**src/rtl/block_avg_decimator.sv**
```systemverilog
// Block-averaging decimator: sums 2**n signed samples per block and emits the
// floor average plus block min/max, held under a sticky valid/ack handshake.
module block_avg_decimator #(
    parameter int R    = 14,
    parameter int NT   = 5,
    parameter int NMAX = 24
) (
    input  logic          clk,
    input  logic          rst,
    input  logic          en,
    input  logic [NT-1:0] n,
    input  logic [R-1:0]  in,
    input  logic          ack,
    output logic [R-1:0]  out,
    output logic [R-1:0]  out_min,
    output logic [R-1:0]  out_max,
    output logic          valid,
    output logic          overrun,
    output logic          busy
);

    localparam int A = R + NMAX;

    logic [NMAX-1:0]        cnt_r;
    logic signed [A-1:0]    acc_r;
    logic signed [R-1:0]    min_r;
    logic signed [R-1:0]    max_r;
    logic [NT-1:0]          nl_r;
    logic [R-1:0]           out_r;
    logic [R-1:0]           out_min_r;
    logic [R-1:0]           out_max_r;
    logic                   valid_r;
    logic                   overrun_r;
    logic                   busy_r;

    logic                   start_s;
    logic                   last_s;
    logic [NT-1:0]          n_sat_s;
    logic [NT-1:0]          nl_eff_s;
    logic [NMAX-1:0]        last_cnt_s;
    logic signed [R-1:0]    in_s;
    logic signed [R-1:0]    min_next_s;
    logic signed [R-1:0]    max_next_s;
    logic signed [A-1:0]    acc_base_s;
    logic signed [A-1:0]    sum_s;
    logic signed [R-1:0]    avg_s;

    // Next-sample arithmetic: a new block seeds from the incoming sample, never from stale state
    always_comb begin
        in_s    = $signed(in);
        start_s = (cnt_r == {NMAX{1'b0}});

        if (n > NT'(NMAX)) begin
            n_sat_s = NT'(NMAX);
        end else begin
            n_sat_s = n;
        end

        if (start_s) begin
            nl_eff_s   = n_sat_s;
            acc_base_s = {A{1'b0}};
            min_next_s = in_s;
            max_next_s = in_s;
        end else begin
            nl_eff_s   = nl_r;
            acc_base_s = acc_r;
            min_next_s = (in_s < min_r) ? in_s : min_r;
            max_next_s = (in_s > max_r) ? in_s : max_r;
        end

        // Low nl bits set: the count value of the final sample in the block
        last_cnt_s = ~({NMAX{1'b1}} << nl_eff_s);
        last_s     = (cnt_r == last_cnt_s);
        sum_s      = acc_base_s + {{NMAX{in_s[R-1]}}, in_s};
        avg_s      = R'(sum_s >>> nl_eff_s);
    end

    // Block accumulation state: counter, accumulator, running min/max, latched exponent
    always_ff @(posedge clk) begin
        if (rst) begin
            cnt_r  <= {NMAX{1'b0}};
            acc_r  <= {A{1'b0}};
            min_r  <= {R{1'b0}};
            max_r  <= {R{1'b0}};
            nl_r   <= {NT{1'b0}};
            busy_r <= 1'b0;
        end else if (!en) begin
            cnt_r  <= {NMAX{1'b0}};
            acc_r  <= {A{1'b0}};
            busy_r <= 1'b0;
        end else if (last_s) begin
            cnt_r  <= {NMAX{1'b0}};
            acc_r  <= {A{1'b0}};
            nl_r   <= nl_eff_s;
            busy_r <= 1'b0;
        end else begin
            cnt_r  <= cnt_r + NMAX'(1);
            acc_r  <= sum_s;
            min_r  <= min_next_s;
            max_r  <= max_next_s;
            nl_r   <= nl_eff_s;
            busy_r <= 1'b1;
        end
    end

    // Result registers and valid/overrun handshake; latest completed block wins
    always_ff @(posedge clk) begin
        if (rst) begin
            out_r     <= {R{1'b0}};
            out_min_r <= {R{1'b0}};
            out_max_r <= {R{1'b0}};
            valid_r   <= 1'b0;
            overrun_r <= 1'b0;
        end else if (en && last_s) begin
            out_r     <= avg_s;
            out_min_r <= min_next_s;
            out_max_r <= max_next_s;
            valid_r   <= 1'b1;
            overrun_r <= ack ? 1'b0 : (valid_r | overrun_r);
        end else if (ack) begin
            valid_r   <= 1'b0;
            overrun_r <= 1'b0;
        end else begin
            valid_r   <= valid_r;
            overrun_r <= overrun_r;
        end
    end

    assign out     = out_r;
    assign out_min = out_min_r;
    assign out_max = out_max_r;
    assign valid   = valid_r;
    assign overrun = overrun_r;
    assign busy    = busy_r;

endmodule
```
**config.mk**
```make
export PLATFORM = sky130hd
export DESIGN_NAME = block_avg_decimator
export DESIGN_NICKNAME = d
export VERILOG_FILES = /design/src/rtl/block_avg_decimator.sv
export SDC_FILE = /design/constraint.sdc
export NUM_CORES = 1
export LEC_CHECK = 0
export CORE_ASPECT_RATIO = 0.8
export CORE_MARGIN = 8
export CORE_UTILIZATION = 62
export DETAILED_ROUTE_END_ITERATION = 8
export PLACE_DENSITY = 0.94
export REMOVE_ABC_BUFFERS = 1
export SYNTH_ARGS = -nofsm -noshare
export SYNTH_HDL_FRONTEND = slang
export SYNTH_SLANG_ARGS = --single-unit
```
**constraint.sdc**
```tcl
create_clock -name clk -period 7.5 [get_ports clk]
set_input_delay 2.25 -clock clk [delete_from_list [all_inputs] [get_ports clk]]
set_output_delay 2.25 -clock clk [all_outputs]
set_load 0.05 [all_outputs]
```
==> results.json <==
{
  "status": "finished, final reports clean",
  "timing.hold.ws_ns": 0.495,
  "crit_path_start_kind": "primary input",
  "peakVddDrop_mv": 0.134,
  "ios": 68,
  "synth.top_cells.by_area": "dfxtp_1 24%, ha_1 7.0%, nor2_1 6.8%, a21oi_1 5.7%, nand2_1 4.2%",
  "fmax_mhz": 147,
  "antenna_cells": 0,
  "maxSlewHeadroom_pct": 15.0,
  "holdCritPathClass": "register to register",
  "avgRoutedWirePerCell_um": 22.2,
  "port_buffers": 67,
  "final.period_utilization_pct": 90.9,
  "ys_seq_area_share_pct": 23.6,
  "slew_viol_final": 0,
  "cts_setup_buffers": 0,
  "drv_cap": 0,
  "avgSynthCellArea_um2": 7.45,
  "final_cell_mix": "216 x nor2_1, 140 x dfxtp_1, 136 x a21oi_1, 134 x nand2_1",
  "setup-tns-final_ns": 0,
  "synth_ff_type": "dfxtp_1",
  "crit_path_end_kind": "register",
  "core_um2": 18900,
  "drc_errors": 0,
  "timing.final.hold_violations": 0,
  "yosys_register_bits": 140,
  "routed_wl_um": 41300,
  "drt-vias-per-instance": 7.05,
  "grt_max_degree": 79,
  "cts_buffer_depth": 2,
  "arrival_ns": 7.09,
  "dr.pass1.iters": 7,
  "synthesis.instances": 1595,
  "synth_edf_count": 0,
  "finalSetupViolCount": 0,
  "grt_pass1_vias": 12200,
  "clk_latency_ns": 0.46,
  "rows": 45,
  "synthArstFlopShare_pct": 0,
  "post_cts.resized_instances": 0,
  "synthDistinctLibCells": 97,
  "drive_gt1_share_pct": 7.24,
  "cts_hold_buf": 0,
  "min_period_ns": 6.81,
  "cts_tree": "done",
  "path_class": "primary input to register",
  "synth.top_cell.area_share_pct": 23.6,
  "power.leakage_nw": 4.95,
  "fin_nets": 1680,
  "yosys_warnings": 0,
  "grt_usage_pct": 33.5,
  "dr.first_iter.drc_count": 2159,
  "place_inst": 1829,
  "grt_overflow": 0,
  "die_x_um": 171,
  "cts_buffers": 17,
  "layoutNonFillerInstCount": 1861,
  "gp_congestion": 1.02,
  "clkTransAtPathRegs_ns": 0.06,
  "power.density_nw_per_um2": 173,
  "layout_commonest_cell": "nor2_1",
  "hpwl_um": 29300,
  "regToRegSetupSlack_ns": 1.25,
  "die_area_um2": 23900,
  "worst_pin_slew_ns": 1.27,
  "initial_core_util_pct": 63.0,
  "fin_skew_ns": 0.0208,
  "synth_top_cell_by_area": "dfxtp_1",
  "ant_nets": 0,
  "grt_pass1_wl_um": 64800,
  "vias": 13100,
  "clock_sinks": 140,
  "rsz0062_at_grt": "no",
  "die_y_um": 140,
  "h-tree-depth": 4,
  "antenna_found_initial": 0,
  "worst-endpoint-required_ns": 7.78,
  "path_max_fanout": 14,
  "synthesis.area_um2": 11900,
  "cts_root_buf": "clkbuf_16",
  "syn_to_final_growth_pct": 10.3
}
power by group:
| part | switching, mW | internal, mW |
|---|---|---|
| Clock | 0.415 | 0.448 |
| Sequential | 0.0196 | 0.766 |
| Combinational | 0.418 | 0.206 |
sequential cells by signal, summed over array words and instances (netlist names):
register	cells
max_r	14
out_max	14
nl_r	5
valid	1
busy	1
acc_r	38
out_min	14
min_r	14
cnt_r	24
overrun	1
out	14
per-stage QoR:
stage / power, mW / cell area [um2] / setup slack [ns] / util (%)
finish: 2.27 / 13100 / 0.685 / 69.5
global route: 2.33 / 13100 / 0.594 / 69.5
CTS: 2.24 / 13100 / 1.10 / 69.5
detailed placement: 1.38 / 12500 / 0.678 / 66.3
global placement: 1.37 / 12500 / 0.764 / 66.3
floorplan: 1.19 / 11300 / 1.46 / -
per-layer routing:
metal	GRT usage, %	part of all wire (%)	vias up
met3	10.6	14	174
met5	0	0	-
met2	49.3	42	993
met1	45.1	41	6069
met4	11.6	3.5	0
li1	-	-	5887
worst paths after layout:
kind | start | endpoint | cells after the start
max | in[13] | out[7]$_SDFFE_PP0P_ | 13
min | valid$_SDFFE_PP0P_ | valid$_SDFFE_PP0P_ | 2
max reg2reg | cnt_r[0]$_SDFF_PP0_ | out[7]$_SDFFE_PP0P_ | 18
min reg2reg | valid$_SDFFE_PP0P_ | valid$_SDFFE_PP0P_ | 2
worst max-delay path, stage by stage:
cell	delay (ns)
clkdlybuf4s50_1	0.59
buf_4	0.30
ha_1	0.49
and4_1	0.31
or4b_1	0.53
o22ai_1	0.22
a211oi_1	0.10
a2111oi_0	0.94
o21ai_0	0.41
a32oi_1	0.38
a211oi_1	0.12
nor4_1	0.33
o41ai_1	0.13
cells in the mapped netlist (all sizes together), types with 40 or more instances:
cell / instances
nor2: 218
buf: 40
o21ai: 76
a211oi: 42
inv: 54
dfxtp: 140
clkbuf: 73
and2: 60
nand3: 44
nand2: 135
ha: 66
a21oi: 136
area by class of cell:
class                   instances  area, um2
multi-input cells            1288       8330
well taps                     258        323
inverters                      54        203
clock buffers                  17        425
flip-flops and latches        140       2800
clock inverters                15        173
fillers                      1486       5760
repair buffers                 89        843
kinds of logic (layout without fill, tap and decap cells):
group | Yosys count | count (layout) | synth area share, %
adders and majority gates | 67 | 67 | 7.12
DFF | 140 | 140 | 23.6
buffers and inverters | 167 | 175 | 6.35
AOI/OAI and AO/OA | 516 | 516 | 30.5
xor gates and xnor gates | 46 | 46 | 3.39
muxes | 43 | 43 | 3.89
and+or+nand+nor | 616 | 616 | 25.1
Note: power is estimated with default switching activity, not from simulation.
